[config.mk]
export PLATFORM = sky130hd
export DESIGN_NAME = sipo_frame_ctrl_flat
export DESIGN_NICKNAME = d
export VERILOG_FILES = /design/src/rtl/sipo_ctrl_pkg.sv /design/src/rtl/sipo_frame_ctrl_if.sv /design/src/rtl/sipo_shift_core.sv /design/src/rtl/sipo_frame_ctrl.sv /design/src/flat_wrapper.sv
export SDC_FILE = /design/constraint.sdc
export NUM_CORES = 1
export LEC_CHECK = 0
export CAP_MARGIN = 20
export CORE_AREA = 4 4 41 43
export DETAILED_ROUTE_END_ITERATION = 10
export DIE_AREA = 0 0 45 47
export PLACE_DENSITY = 0.65
export SYNTH_ARGS = -nofsm -noshare
export SYNTH_HDL_FRONTEND = slang
export SYNTH_SLANG_ARGS = --single-unit
[constraint.sdc]
create_clock -name clk -period 3.6 [get_ports clk]
set_input_delay 0.36 -clock clk [delete_from_list [all_inputs] [get_ports clk]]
set_output_delay 0.36 -clock clk [all_outputs]
set_load 0.05 [all_outputs]
[src/rtl/sipo_ctrl_pkg.sv]
// rtl/sipo_ctrl_pkg.sv - shared state encoding and defaults for the SIPO frame controller
//
// Contents:
//   state_t       2-bit FSM state type
//   IDLE..HOLD    state encodings shared by RTL and any observer logic
//   DEFAULT_WIDTH default frame width in data bits
package sipo_ctrl_pkg;

    typedef logic [1:0] state_t;

    localparam state_t IDLE   = 2'd0;
    localparam state_t SHIFT  = 2'd1;
    localparam state_t PARITY = 2'd2;
    localparam state_t HOLD   = 2'd3;

    localparam int DEFAULT_WIDTH = 4;

endpackage

[src/rtl/sipo_frame_ctrl_if.sv]
// rtl/sipo_frame_ctrl_if.sv - serial-in / parallel-out handshake bundle for sipo_frame_ctrl
//
// Signals:
//   start       frame-start pulse          (master -> slave)
//   b, b_valid  serial bit and qualifier   (master -> slave)
//   out_ready   downstream accepts q       (master -> slave)
//   q, q_valid  assembled word and valid   (slave -> master)
//   busy        frame reception in progress (slave -> master)
//   overrun     bit dropped while holding  (slave -> master)
//   parity_err  parity mismatch of held word (slave -> master)
interface sipo_frame_ctrl_if #(
    parameter int WIDTH = 4
);
    logic             start;
    logic             b;
    logic             b_valid;
    logic             out_ready;
    logic [WIDTH-1:0] q;
    logic             q_valid;
    logic             busy;
    logic             overrun;
    logic             parity_err;

    modport master (
        output start, b, b_valid, out_ready,
        input  q, q_valid, busy, overrun, parity_err
    );

    modport slave (
        input  start, b, b_valid, out_ready,
        output q, q_valid, busy, overrun, parity_err
    );
endinterface

[src/rtl/sipo_shift_core.sv]
// rtl/sipo_shift_core.sv - WIDTH-bit serial-in/parallel-out shift register, no control logic
//
// Ports:
//   clk  rising-edge clock
//   rst  synchronous active-high reset, clears q
//   clr  synchronous clear, takes priority over en
//   en   shift b into q[0]; earlier bits move toward q[WIDTH-1]
//   b    serial data bit
//   q    parallel contents
module sipo_shift_core #(
    parameter int WIDTH = 4
) (
    input  logic             clk,
    input  logic             rst,
    input  logic             clr,
    input  logic             en,
    input  logic             b,
    output logic [WIDTH-1:0] q
);

    always_ff @(posedge clk) begin
        if (rst || clr) begin
            q <= '0;
        end else if (en) begin
            q <= {q[WIDTH-2:0], b};
        end
    end

endmodule

[src/rtl/sipo_frame_ctrl.sv]
// rtl/sipo_frame_ctrl.sv - frames a serial bit stream into WIDTH-bit words with valid/ready output
//
// Optional feature macro: SIPO_FRAME_CTRL_PARITY_EN (adds an even-parity bit after each frame)
//
// Ports:
//   clk  rising-edge clock
//   rst  synchronous active-high reset
//   bus  sipo_frame_ctrl_if.slave: start, b, b_valid, out_ready in;
//        q, q_valid, busy, overrun, parity_err out (all registered)
module sipo_frame_ctrl
    import sipo_ctrl_pkg::*;
#(
    parameter int WIDTH = DEFAULT_WIDTH
) (
    input  logic                 clk,
    input  logic                 rst,
    sipo_frame_ctrl_if.slave     bus
);

    localparam int CNT_W = $clog2(WIDTH + 1);
    localparam logic [CNT_W-1:0] CNT_LAST = CNT_W'(WIDTH - 1);
    localparam logic [CNT_W-1:0] CNT_MAX  = CNT_W'(WIDTH);

    state_t           state, state_nxt;
    logic [CNT_W-1:0] cnt, cnt_nxt;
    logic             clr, en;
    logic [WIDTH-1:0] q_w;

    logic q_valid_r, busy_r, overrun_r, perr_r;
    logic q_valid_nxt, busy_nxt, overrun_nxt, perr_nxt;

    sipo_shift_core #(.WIDTH(WIDTH)) u_core (
        .clk (clk),
        .rst (rst),
        .clr (clr),
        .en  (en),
        .b   (bus.b),
        .q   (q_w)
    );

    // State and registered outputs
    always_ff @(posedge clk) begin
        if (rst) begin
            state     <= IDLE;
            cnt       <= '0;
            q_valid_r <= 1'b0;
            busy_r    <= 1'b0;
            overrun_r <= 1'b0;
            perr_r    <= 1'b0;
        end else begin
            state     <= state_nxt;
            cnt       <= cnt_nxt;
            q_valid_r <= q_valid_nxt;
            busy_r    <= busy_nxt;
            overrun_r <= overrun_nxt;
            perr_r    <= perr_nxt;
        end
    end

    // Next state plus shift-core controls. start outranks b in every
    // receiving state; in HOLD it only acts together with a transfer.
    always_comb begin
        state_nxt = state;
        clr       = 1'b0;
        en        = 1'b0;
        case (state)
            IDLE: begin
                if (bus.start) begin
                    state_nxt = SHIFT;
                    clr       = 1'b1;
                end
            end
            SHIFT: begin
                if (bus.start) begin
                    clr = 1'b1;
                end else if (bus.b_valid) begin
                    en = 1'b1;
                    if (cnt == CNT_LAST) begin
`ifdef SIPO_FRAME_CTRL_PARITY_EN
                        state_nxt = PARITY;
`else
                        state_nxt = HOLD;
`endif
                    end
                end
            end
`ifdef SIPO_FRAME_CTRL_PARITY_EN
            PARITY: begin
                if (bus.start) begin
                    state_nxt = SHIFT;
                    clr       = 1'b1;
                end else if (bus.b_valid) begin
                    state_nxt = HOLD;
                end
            end
`endif
            HOLD: begin
                if (bus.out_ready) begin
                    if (bus.start) begin
                        state_nxt = SHIFT;
                        clr       = 1'b1;
                    end else begin
                        state_nxt = IDLE;
                    end
                end
            end
            default: state_nxt = IDLE;
        endcase
    end

    // Next values of counter and registered outputs
    always_comb begin
        cnt_nxt = cnt;
        if (clr) begin
            cnt_nxt = '0;
        end else if (en && (cnt != CNT_MAX)) begin
            cnt_nxt = cnt + CNT_W'(1);
        end

        q_valid_nxt = (state_nxt == HOLD);
        busy_nxt    = (state_nxt == SHIFT) || (state_nxt == PARITY);
        // Any bit offered while holding a word is lost; flag it once.
        overrun_nxt = (state == HOLD) && bus.b_valid;

        perr_nxt = perr_r;
`ifdef SIPO_FRAME_CTRL_PARITY_EN
        if (clr) begin
            perr_nxt = 1'b0;
        end else if ((state == PARITY) && bus.b_valid) begin
            perr_nxt = (^q_w) ^ bus.b;
        end
`else
        perr_nxt = 1'b0;
`endif
    end

    assign bus.q          = q_w;
    assign bus.q_valid    = q_valid_r;
    assign bus.busy       = busy_r;
    assign bus.overrun    = overrun_r;
`ifdef SIPO_FRAME_CTRL_PARITY_EN
    assign bus.parity_err = perr_r;
`else
    assign bus.parity_err = 1'b0;
`endif

endmodule

[src/flat_wrapper.sv]
// flat-port wrapper written by rule: the top's interface ports become plain ports
module sipo_frame_ctrl_flat import sipo_ctrl_pkg::*;
#(
    parameter int WIDTH = DEFAULT_WIDTH
)
  (clk, rst, bus_start, bus_b, bus_b_valid, bus_out_ready, bus_q, bus_q_valid, bus_busy, bus_overrun, bus_parity_err);
  sipo_frame_ctrl_if #(.WIDTH(WIDTH)) bus_i ();
  input  logic clk;
  input  logic rst;
  input wire logic [$bits(bus_i.start)-1:0] bus_start;
  input wire logic [$bits(bus_i.b)-1:0] bus_b;
  input wire logic [$bits(bus_i.b_valid)-1:0] bus_b_valid;
  input wire logic [$bits(bus_i.out_ready)-1:0] bus_out_ready;
  output wire logic [$bits(bus_i.q)-1:0] bus_q;
  output wire logic [$bits(bus_i.q_valid)-1:0] bus_q_valid;
  output wire logic [$bits(bus_i.busy)-1:0] bus_busy;
  output wire logic [$bits(bus_i.overrun)-1:0] bus_overrun;
  output wire logic [$bits(bus_i.parity_err)-1:0] bus_parity_err;
  assign bus_i.start = bus_start;
  assign bus_i.b = bus_b;
  assign bus_i.b_valid = bus_b_valid;
  assign bus_i.out_ready = bus_out_ready;
  assign bus_q = bus_i.q;
  assign bus_q_valid = bus_i.q_valid;
  assign bus_busy = bus_i.busy;
  assign bus_overrun = bus_i.overrun;
  assign bus_parity_err = bus_i.parity_err;
  sipo_frame_ctrl #(.WIDTH(WIDTH)) u_core (.clk(clk), .rst(rst), .bus(bus_i));
endmodule
==> results of run 1 <==
[worst max-delay path by stage]
stage,to,slack (ns),from,depth (start not counted)
6_report,bus_q[0],1.80,u_core.u_core.q[0]$_SDFFE_PP0P_,1
5_1_grt,bus_q[1],1.73,u_core.u_core.q[1]$_SDFFE_PP0P_,1
4_1_cts,bus_q[1],1.78,u_core.u_core.q[1]$_SDFFE_PP0P_,1
3_5_place_dp,u_core.bus.busy$_SDFF_PP0_,1.80,bus_start,5
3_3_place_gp,u_core.bus.busy$_SDFF_PP0_,1.81,bus_start,5
2_1_floorplan,u_core.bus.busy$_SDFF_PP0_,2.13,u_core.cnt[0]$_SDFFE_PP0P_,6
[logic make-up (layout without fill, tap and decap cells)]
family	after synthesis	count (layout)	share of synthesized area [%]
AO/OA/AOI/OAI	16	16	17.4
adder cells (fa/ha/maj)	4	4	9.05
buffers and inverters	6	21	4.75
flip-flops	12	12	43.4
other	1	1	0.678
AND/OR/NAND/NOR	21	21	24.7
[power by group]
part / internal [mW] / total, mW / switching [mW]
sequential: 0.135 / 0.136 / 0.00148
clock: 0.0615 / 0.106 / 0.0447
combinational: 0.0102 / 0.0240 / 0.0138
[layer usage]
metal,global-route usage (%),vias to the layer above
met5,0,-
met4,5.26,0
met3,7.28,2
met2,18.6,14
met1,13.4,204
li1,-,235
[flip-flops by register name, summed over array words and instances, names as in the netlist]
signal              cells
u_core.u_core.q         4
u_core.cnt              3
u_core.state            2
u_core.bus.busy         1
u_core.bus.overrun      1
u_core.bus.q_valid      1
[placed cells by master (no fill, tap or decap), drive strengths merged, types with 2 or more instances in the layout]
master	count
clkdlybuf4s50	12
dfxtp	12
nand2	9
a21oi	8
inv	5
nor2b	4
ha	4
clkbuf	4
o21ai	3
and4bb	2
nand3	2
[layout make-up]
cell class	instances	area share, %
Timing Repair Buffer	12	16.7
Inverter	5	2.60
Tap cell	15	2.60
Multi-Input combinational cell	42	39.8
Sequential cell	12	33.3
Clock buffer	4	5.03
[metrics by stage]
step | instances | power, mW
after floorplan | 60 | 0.153
after global placement | 86 | 0.163
after detailed placement | 86 | 0.163
after CTS | 90 | 0.270
after global routing | 90 | 0.281
final | 90 | 0.266
==> summary.txt, run 1 <==
Detailed routing
  • Vias: approximately 460
  • DRC: 0
  • Number of vias per cell: about 5.1
  • Average wire per standard cell: 11.8 um
  • Pre-antenna DRT Iters: 1
  • Iteration-0 DRC Markers: 0
  • Uppermost layer routed: met4
  • Met2 routed wirelength: between 400 and 500 um
  • Met3 wire len: 93 um
  • Final WL: 1.07 mm
  • DRT met1 WL: 532 um
  • DRT antenna net count: 0

Synthesis
  • Yosys top cell by area: dfxtp_1
  • Mapped Cells: 60
  • Yosys warning count: 0
  • Top-area cell type share of the netlist area: a little over two fifths
  • Synth cell count leaders: dfxtp_1, nand2_1, a21oi_1
  • Ys flop type: dfxtp_1
  • Share of the yosys chip area belonging to registers: roughly 43%
  • #FFs+latches synth: 12
  • Syn avg cell area: 9.22 sq um
  • Syn Std Cell Area: 553 sq um
  • Number of flops mapped to enable cells by yosys: 0
  • Syn_nets: 70
  • Yosys cell types: 22
  • Share of synthesized registers carrying an async set or reset: 0%
  • Synth top area cells: dfxtp_1, ha_1, a21oi_1, nand2_1, nor2b_1
  • Most frequent cell after synthesis: dfxtp_1

Clock tree
  • CTS tree: built
  • Hold-fix buffers, CTS: 0
  • CTS H-tree lvls: 1
  • Worst-case clock buffer depth: 2
  • Clock latency on the worst-skew pair: 0.27 ns
  • TritonCTS Sinks: 12
  • Clk pin slew, worst setup/hold paths: 0.07 ns
  • Clock root buffer: clkbuf_4
  • Setup bufs post-CTS: 0
  • TritonCTS Buffers: 3
  • CTS resizes: 0

Outcome
  • Outcome: finished clean

Worst setup path
  • CP Cell Sequence: clkdlybuf4s50_1
  • Slowest cell delay on critical path: 0.81 ns
  • CP Data Arrival Time: 1.44 ns
  • Crit. End Element: output pin
  • WP buf/inv: 1
  • Reg2Reg Depth: 6
  • Worst r2r dst: u_core.bus.busy$_SDFF_PP0_
  • Startpoint Class: register
  • Delay-heaviest family, CP: buffers and inverters
  • Worst reg2reg path startpoint: u_core.cnt[0]$_SDFFE_PP0P_
  • Reg2reg setup slack: 2.04 ns
  • Slowest library cell on the worst path: clkdlybuf4s50_1
  • WS Path Type: register to output pin
  • Critical path peak fanout: 3
  • WP data required: 3.24 ns

Layout
  • Fillers: 138
  • P&R area growth vs syn: 30.3%
  • Share of cells above drive strength 1: a little under a tenth
  • Final Instance Area: 721 sq um
  • Inserted Diodes: 0
  • Finished Core Util: between 50% and 60%
  • Nets: 86
  • Footprint of the multi-input gates: 287 sq um
  • Sequential Area: 240 sq um

Die
  • Core area: 0.00130 sq mm
  • DIE HEIGHT: 47 um
  • Starting Density: 42.5%
  • Die area: about 0.0021 sq mm
  • I/O Pins: 14
  • # rows: 13
  • Die W: approximately 45 um

Timing
  • Hold_ws: 0.456 ns
  • Final min period: 1.80 ns
  • Setup tns final: 0 ns
  • Tcrit/Tclk final: between 50% and 60%
  • Slew headroom: 66.8%
  • RSZ-0062 raised after global routing: no
  • Final setup viols: 0
  • Clk_skew: approximately 0.00093 ns
  • Final WS setup: 1.80 ns
  • Actual slew at the worst max-slew pin: between 0.4 and 0.5 ns
  • Max Slew Vio Count: 0
  • Final hold violations: 0
  • Max Fclk: 0.554 GHz

Power and ir drop
  • Worst vdd ir: about 0.18 mV
  • Pleak: 0.258 nW
  • Power Density: between 300 and 400 mW/mm^2

Placement
  • Placed cell area: between 600 and 700 sq um
  • Place WS: 1.80 ns
  • Post-detail-place hpwl: 772 um
  • IO buf count: 12
  • Routability Congestion: 0.713

Min path
  • Hold Path Sink: u_core.u_core.q[3]$_SDFFE_PP0P_
  • WHS Path Cells: 2
  • Tightest Hold Check Type: register to register
  • Min-delay src: u_core.u_core.q[3]$_SDFFE_PP0P_

Flow run
  • Max-Cap Viols: 0

Global routing
  • GRT Util Overall: 12.1%
  • Largest net degree at the start of global routing: 10
  • Vias in the first global route: 425
  • Grt ovf: 0
  • Antenna violations before repair: 0
  • Global-route wire length before repair: 1.75 mm
Power figures use the tool's default switching activity.
==> run 2: changes to the inputs <==
Clock period 3.6 ns to 1.7 ns, I/O delays scaled along.
==> results of run 2 <==
Same layout as run 1 (identical final DEF). Status: finished clean.
Main changes from that run: setup slack after placement 1.80 ns -> 0.0950 ns; setup slack after layout 1.80 ns -> 0.0861 ns; hold slack 0.456 ns -> 0.442 ns; register-to-register setup slack 2.04 ns -> 0.14 ns; end point of the worst hold path u_core.u_core.q[3]$_SDFFE_PP0P_ -> u_core.u_core.q[0]$_SDFFE_PP0P_; total power 0.266 mW -> 0.564 mW; worst IR drop on VDD 0.177 mV -> 0.375 mV
